<file path="src/rtl/tap_loader_if.sv">
// tap_loader_if: stream-in, RAM port-B and status bundle for the TAP loader
interface tap_loader_if;
  logic        start;
  logic [7:0]  in_data;
  logic        in_valid;
  logic        in_last;
  logic        in_ready;
  logic [7:0]  ram_d_b;
  logic [15:0] ram_ad_b;
  logic        ram_cs_b;
  logic        ram_we_b;
  logic        busy;
  logic        done;
  logic        error;
  logic [15:0] start_addr;
  logic [15:0] end_addr;
  logic [7:0]  file_type;
  logic        autorun;
  modport master (
    output start, in_data, in_valid, in_last,
    input  in_ready, ram_d_b, ram_ad_b, ram_cs_b, ram_we_b,
    input  busy, done, error, start_addr, end_addr, file_type, autorun
  );
  modport slave (
    input  start, in_data, in_valid, in_last,
    output in_ready, ram_d_b, ram_ad_b, ram_cs_b, ram_we_b,
    output busy, done, error, start_addr, end_addr, file_type, autorun
  );
endinterface

</file>
<file path="src/rtl/tap_loader.sv">
// tap_loader: parses a TAP byte stream (sync, header, name) and writes the data block into RAM port B
module tap_loader #(
  parameter int MIN_SYNC = 3,
  parameter int NAME_MAX = 16
) (
  input logic        clk_sys,
  input logic        reset,
  tap_loader_if.slave bus
);
  typedef enum logic [2:0] {IDLE, SYNC, HDR, NAME, DATA, DONE, ERR} state_t;
  localparam int SW = $clog2(MIN_SYNC + 2);
  localparam int NW = $clog2(NAME_MAX + 2);
  localparam logic [SW-1:0] SYNC_MAX = SW'(MIN_SYNC);
  localparam logic [NW-1:0] NAME_LIM = NW'(NAME_MAX + 1);
  state_t state_q, state_d;
  logic [SW-1:0] sync_q, sync_d;
  logic [3:0] hdr_q, hdr_d;
  logic [NW-1:0] name_q, name_d;
  logic [15:0] addr_q, addr_d, start_q, start_d, end_q, end_d, wa_q, wa_d;
  logic [7:0] ft_q, ft_d, wd_q, wd_d;
  logic ar_q, ar_d, we_q, we_d;
  logic xfer;
  // State and datapath registers; reset wins over start and any transfer
  always_ff @(posedge clk_sys) begin
    if (reset) begin
      state_q <= IDLE;
      sync_q  <= '0;
      hdr_q   <= '0;
      name_q  <= '0;
      addr_q  <= '0;
      start_q <= '0;
      end_q   <= '0;
      ft_q    <= '0;
      ar_q    <= 1'b0;
      wa_q    <= '0;
      wd_q    <= '0;
      we_q    <= 1'b0;
    end else begin
      state_q <= state_d;
      sync_q  <= sync_d;
      hdr_q   <= hdr_d;
      name_q  <= name_d;
      addr_q  <= addr_d;
      start_q <= start_d;
      end_q   <= end_d;
      ft_q    <= ft_d;
      ar_q    <= ar_d;
      wa_q    <= wa_d;
      wd_q    <= wd_d;
      we_q    <= we_d;
    end
  end
  assign xfer = bus.in_valid && bus.in_ready;
  // Next state, counters, header capture and the one-cycle RAM write
  always_comb begin
    state_d = state_q;
    sync_d  = sync_q;
    hdr_d   = hdr_q;
    name_d  = name_q;
    addr_d  = addr_q;
    start_d = start_q;
    end_d   = end_q;
    ft_d    = ft_q;
    ar_d    = ar_q;
    wa_d    = wa_q;
    wd_d    = wd_q;
    we_d    = 1'b0;
    if (bus.start) begin
      state_d = SYNC;
      sync_d  = '0;
      hdr_d   = '0;
      name_d  = '0;
    end else if (xfer) begin
      unique case (state_q)
        SYNC: begin
          sync_d  = bus.in_data == 8'h16 ? (sync_q == SYNC_MAX ? sync_q : sync_q + 1'b1) : '0;
          state_d = (bus.in_data == 8'h24 && sync_q >= SYNC_MAX) ? HDR : SYNC;
          hdr_d   = '0;
        end
        HDR: begin
          ft_d    = hdr_q == 4'd2 ? bus.in_data : ft_q;
          ar_d    = hdr_q == 4'd3 ? |bus.in_data : ar_q;
          end_d   = hdr_q == 4'd4 ? {bus.in_data, end_q[7:0]} : hdr_q == 4'd5 ? {end_q[15:8], bus.in_data} : end_q;
          start_d = hdr_q == 4'd6 ? {bus.in_data, start_q[7:0]} : hdr_q == 4'd7 ? {start_q[15:8], bus.in_data} : start_q;
          hdr_d   = hdr_q + 4'd1;
          state_d = hdr_q == 4'd8 ? NAME : HDR;
          name_d  = '0;
        end
        NAME: begin
          name_d  = bus.in_data == 8'h00 ? name_q : name_q + 1'b1;
          addr_d  = start_q;
          state_d = bus.in_data == 8'h00 ? (end_q < start_q ? ERR : DATA) : (name_q + 1'b1 == NAME_LIM ? ERR : NAME);
        end
        DATA: begin
          we_d    = 1'b1;
          wa_d    = addr_q;
          wd_d    = bus.in_data;
          addr_d  = addr_q + 16'd1;
          state_d = addr_q == end_q ? DONE : DATA;
        end
        default: ;
      endcase
      state_d = (bus.in_last && state_d != DONE) ? ERR : state_d;
    end
  end
  // Handshake and status decoded from state; RAM and header outputs straight from flops
  always_comb begin
    bus.in_ready = state_q inside {SYNC, HDR, NAME, DATA};
    bus.busy     = state_q inside {SYNC, HDR, NAME, DATA};
    bus.done     = state_q == DONE;
    bus.error    = state_q == ERR;
  end
  assign bus.ram_d_b    = wd_q;
  assign bus.ram_ad_b   = wa_q;
  assign bus.ram_cs_b   = we_q;
  assign bus.ram_we_b   = we_q;
  assign bus.start_addr = start_q;
  assign bus.end_addr   = end_q;
  assign bus.file_type  = ft_q;
  assign bus.autorun    = ar_q;
endmodule
</file>
<file path="src/flat_wrapper.sv">
// flat-port wrapper written by rule: the top's interface ports become plain ports
module tap_loader_flat 
#(
  parameter int MIN_SYNC = 3,
  parameter int NAME_MAX = 16
)
  (clk_sys, reset, bus_start, bus_in_data, bus_in_valid, bus_in_last, bus_in_ready, bus_ram_d_b, bus_ram_ad_b, bus_ram_cs_b, bus_ram_we_b, bus_busy, bus_done, bus_error, bus_start_addr, bus_end_addr, bus_file_type, bus_autorun);
  tap_loader_if bus_i ();
  input logic clk_sys;
  input logic reset;
  input wire logic [$bits(bus_i.start)-1:0] bus_start;
  input wire logic [$bits(bus_i.in_data)-1:0] bus_in_data;
  input wire logic [$bits(bus_i.in_valid)-1:0] bus_in_valid;
  input wire logic [$bits(bus_i.in_last)-1:0] bus_in_last;
  output wire logic [$bits(bus_i.in_ready)-1:0] bus_in_ready;
  output wire logic [$bits(bus_i.ram_d_b)-1:0] bus_ram_d_b;
  output wire logic [$bits(bus_i.ram_ad_b)-1:0] bus_ram_ad_b;
  output wire logic [$bits(bus_i.ram_cs_b)-1:0] bus_ram_cs_b;
  output wire logic [$bits(bus_i.ram_we_b)-1:0] bus_ram_we_b;
  output wire logic [$bits(bus_i.busy)-1:0] bus_busy;
  output wire logic [$bits(bus_i.done)-1:0] bus_done;
  output wire logic [$bits(bus_i.error)-1:0] bus_error;
  output wire logic [$bits(bus_i.start_addr)-1:0] bus_start_addr;
  output wire logic [$bits(bus_i.end_addr)-1:0] bus_end_addr;
  output wire logic [$bits(bus_i.file_type)-1:0] bus_file_type;
  output wire logic [$bits(bus_i.autorun)-1:0] bus_autorun;
  assign bus_i.start = bus_start;
  assign bus_i.in_data = bus_in_data;
  assign bus_i.in_valid = bus_in_valid;
  assign bus_i.in_last = bus_in_last;
  assign bus_in_ready = bus_i.in_ready;
  assign bus_ram_d_b = bus_i.ram_d_b;
  assign bus_ram_ad_b = bus_i.ram_ad_b;
  assign bus_ram_cs_b = bus_i.ram_cs_b;
  assign bus_ram_we_b = bus_i.ram_we_b;
  assign bus_busy = bus_i.busy;
  assign bus_done = bus_i.done;
  assign bus_error = bus_i.error;
  assign bus_start_addr = bus_i.start_addr;
  assign bus_end_addr = bus_i.end_addr;
  assign bus_file_type = bus_i.file_type;
  assign bus_autorun = bus_i.autorun;
  tap_loader #(.MIN_SYNC(MIN_SYNC), .NAME_MAX(NAME_MAX)) u_core (.clk_sys(clk_sys), .reset(reset), .bus(bus_i));
endmodule
</file>
<file path="config.mk">
export PLATFORM = sky130hd
export DESIGN_NAME = tap_loader_flat
export DESIGN_NICKNAME = d
export VERILOG_FILES = /design/src/rtl/tap_loader_if.sv /design/src/rtl/tap_loader.sv /design/src/flat_wrapper.sv
export SDC_FILE = /design/constraint.sdc
export NUM_CORES = 1
export LEC_CHECK = 0
export CORE_ASPECT_RATIO = 0.9
export CORE_UTILIZATION = 58
export CTS_CLUSTER_DIAMETER = 100
export DETAILED_ROUTE_END_ITERATION = 7
export GPL_TIMING_DRIVEN = 0
export MAX_ROUTING_LAYER = met4
export PLACE_DENSITY = 0.86
export SLEW_MARGIN = 10
export SYNTH_ARGS = -nofsm -noshare
export SYNTH_HDL_FRONTEND = slang
export SYNTH_SLANG_ARGS = --single-unit
</file>
<file path="constraint.sdc">
create_clock -name clk_sys -period 3 [get_ports clk_sys]
set_input_delay 0.6 -clock clk_sys [delete_from_list [all_inputs] [get_ports clk_sys]]
set_output_delay 0.6 -clock clk_sys [all_outputs]
set_load 0.01 [all_outputs]
</file>
==> run metrics <==
status finished, final reports clean; Yosys top cell area share 39.1%; Synth area leaders dfxtp_1 (39%), a21oi_1 (8.9%), nand2_1 (7.7%), ha_1 (6.0%), nor2_1 (4.5%); Main synth FF type dfxtp_1; Clock Skew 0.0103 ns; HP Start u_core.bus.ram_ad_b[3]; Clock power frac between 30 and 40%; non-filler instance count after layout roughly 850; CTS tree built; antenna violations before repair 0; Ports 84; global route hottest layer met2; multi-input logic area 2700 µm²; clock transition at the registers of the reported paths around 0.090 ns; die area 8940 µm²; RSZ-0062 raised after global routing false; Area Growth Syn to Fin 23.0%; crit path capture type register; Post-DRT Antenna Nets 0; slowest stage delay, CP 0.67 ns; CTS buffer count 9; drt via density around 6; RR Endpoint u_core.state_q[1]; Critical R2R Launch u_core.bus.start_addr[11]; Syn Area/Cell between 7 and 8 µm²; Switching Fraction 24.4%; Core Box Area 8180 µm²; I/O Buffers 78; Synth Instances between 600 and 700; Min-Delay Path Class reg -> reg; # Post-CTS Setup Buffers 0; worst reg2reg path depth 8; CP startpoint kind primary input; Flop pwr share 53.8%; flop2flop setup slack between 0.5 and 0.6 ns; antenna diode count 0; Final TNS setup 0 ns; slew at the pin closest to its max-slew limit between 0.6 and 0.7 ns; DRT Pass-1 Iters 5; Final setup viols 0; # hold bufs at CTS 0; combinational power share about 6.4%; met1 layer usage reported by global route a little under half; Post-synth EDFFs 0; Final Max Slew Viols 0; Arr. time, crit path 2.87 ns; Die W around 100 µm; fin crit share between 80% and 90%; crit-path cells clkdlybuf4s50_1 > nor4_4 > nand4_1 > o22ai_1 > a31oi_1 > a221o_1 > a21oi_1; FF+latch area a little under 2000 µm²; post-layout power 2.40 mW; Hold Crit Endpoint u_core.bus.ram_ad_b[3]; via count between 5000 and 6000; largest net degree at the start of global routing 17; Max Root-Sink Buffers 2; Congestion Overflow GR 0; sequential share of the synthesized area a little under 40%; commonest cells in the netlist nand2_1 (102), dfxtp_1 (97), a21oi_1 (88), nor2_1 (60), nand3_1 (40); Netlist cell types 54; initial core utilization 60.7%; Remaining DRCs 0; fmax 390 MHz; GRT met3 Usage just under 8%; switching power total approximately 0.6 mW; CP top delay family compound AO/OA/AOI/OAI gates; area leader, netlist dfxtp_1; GRT Overall Usage a little over a third; fin util 74.7%; Pleak ~2.1 nW; later-pin clock latency in the skew report 0.38 ns; routed wire length 14.7 mm; Data required, critical path 3.31 ns; minimum clock period about 2.6 ns; slowest CP cell clkdlybuf4s50_1; WS Path Type in -> reg; Final GP Congestion about 0.98; worst vdd ir approximately 0.00027 V; Hold Path Depth 2; placed cell count around 830; WP depth 7; die height around 90 µm; final-stage net count 765; maximum net fanout on the critical path 7; Layout fillers 605; Power per Cell Area between 300 and 400 nW/µm²; Slew headroom just under 60%; H-tree depth 3; Net Count, Synth 676; layout cells sized above 1 between 6 and 7%; Hold Slack 0.457 ns; PostCTS Resize Cnt 0; dpl hpwl 10.9 mm; most used standard cell by instance count after synthesis nand2_1; GR Layer Usage met2 between 50% and 60%; Num Clock Sinks 97; Pint 1.82 mW; CP Buf/Inv Count 1; Root Driver clkbuf_8; vias in the first global route 4840; Fin. Hold Viols 0; wire length per cell approximately 17 µm; # rows 31; Max-Cap Viols 0; Ys Warns 0; mapped cell area 4970 µm²; Post-synth ARST share 0%; first-pass GRT wire length between 20 and 25 mm; post-synthesis register bit count 97; initial drt markers between 600 and 700
metal layers:
metal,vias to the layer above,part of all wire [%]
li1,2363,-
met1,2356,41
met2,318,45
met3,44,12
met4,0,2.9
met5,-,0
layout by cell type (no fill, tap or decap), drive strengths merged, types with 13 or more instances in the layout:
| master | synthesis | layout |
|---|---|---|
| nor2 | 60 | 60 |
| a21oi | 88 | 88 |
| nand4 | 16 | 16 |
| dfxtp | 97 | 97 |
| xnor2 | 13 | 13 |
| o21ai | 18 | 18 |
| mux2i | 16 | 16 |
| nand3 | 40 | 40 |
| nand2 | 102 | 102 |
| ha | 24 | 24 |
| inv | 27 | 28 |
| clkdlybuf4s50 | 0 | 78 |
| clkbuf | 21 | 31 |
| buf | 26 | 26 |
layout make-up:
cell class / count / area share [%]
sequential: 97 / 31.8
clock buffer: 10 / 2.09
timing repair buffer: 78 / 12.8
clock inverter: 6 / 1.47
inverter: 27 / 1.66
multi-input combinational: 468 / 44.2
tap: 115 / 2.35
buffer: 47 / 3.69
how the worst max path moves through the flow:
stage                               from           endpoint
2_1_floorplan  u_core.bus.start_addr[15]  u_core.state_q[1]
3_3_place_gp              bus_in_data[6]  u_core.state_q[1]
3_5_place_dp              bus_in_data[6]  u_core.state_q[1]
4_1_cts                   bus_in_data[6]  u_core.state_q[1]
5_1_grt                   bus_in_data[6]  u_core.state_q[1]
6_report                  bus_in_data[6]  u_core.state_q[1]
tightest hold or removal path, cell delays in order (launching register included):
cell and delay [ns]:
dfxtp_1 0.32, nand2_1 0.05, a21oi_1 0.05
cell families (layout without fill, tap and decap cells):
kind of cell             count (synthesis)  after routing  share of synthesized area, %
adder cells (fa/ha/maj)                 24             24                          6.04
multiplexers                            17             17                          3.45
XOR/XNOR                                19             19                          3.35
AND/OR/NAND/NOR                        268            268                          25.4
flip-flops                              97             97                          39.1
buffers and inverters                   74            168                          6.57
AO/OA/AOI/OAI                          140            140                          16.1
state kept, by name (all words and copies together), names as in the netlist:
name	cells
u_core.addr_q	16
u_core.bus.autorun	1
u_core.bus.end_addr	16
u_core.bus.file_type	8
u_core.bus.ram_ad_b	16
u_core.bus.ram_cs_b	1
u_core.bus.ram_d_b	8
u_core.bus.start_addr	16
u_core.hdr_q	4
u_core.name_q	5
u_core.state_q	3
u_core.sync_q	3
per-stage QoR:
stage               instance area [µm²]  setup slack [ns]
floorplan                          4970             0.882
global placement                   5890             0.205
detailed placement                 5890             0.147
CTS                                6110             0.525
global route                       6110             0.347
finish                             6110             0.435
power groups by stage:
| stage | Clock [mW] | Sequential [mW] | Combinational (mW) |
|---|---|---|---|
| after floorplan | 0 | 1.32 | 0.0889 |
| after global placement | 0 | 1.32 | 0.146 |
| after detailed placement | 0 | 1.32 | 0.148 |
| after CTS | 0.949 | 1.29 | 0.149 |
| after global routing | 1.01 | 1.30 | 0.164 |
| final | 0.957 | 1.29 | 0.153 |
Note: power is estimated with default switching activity, not from simulation.
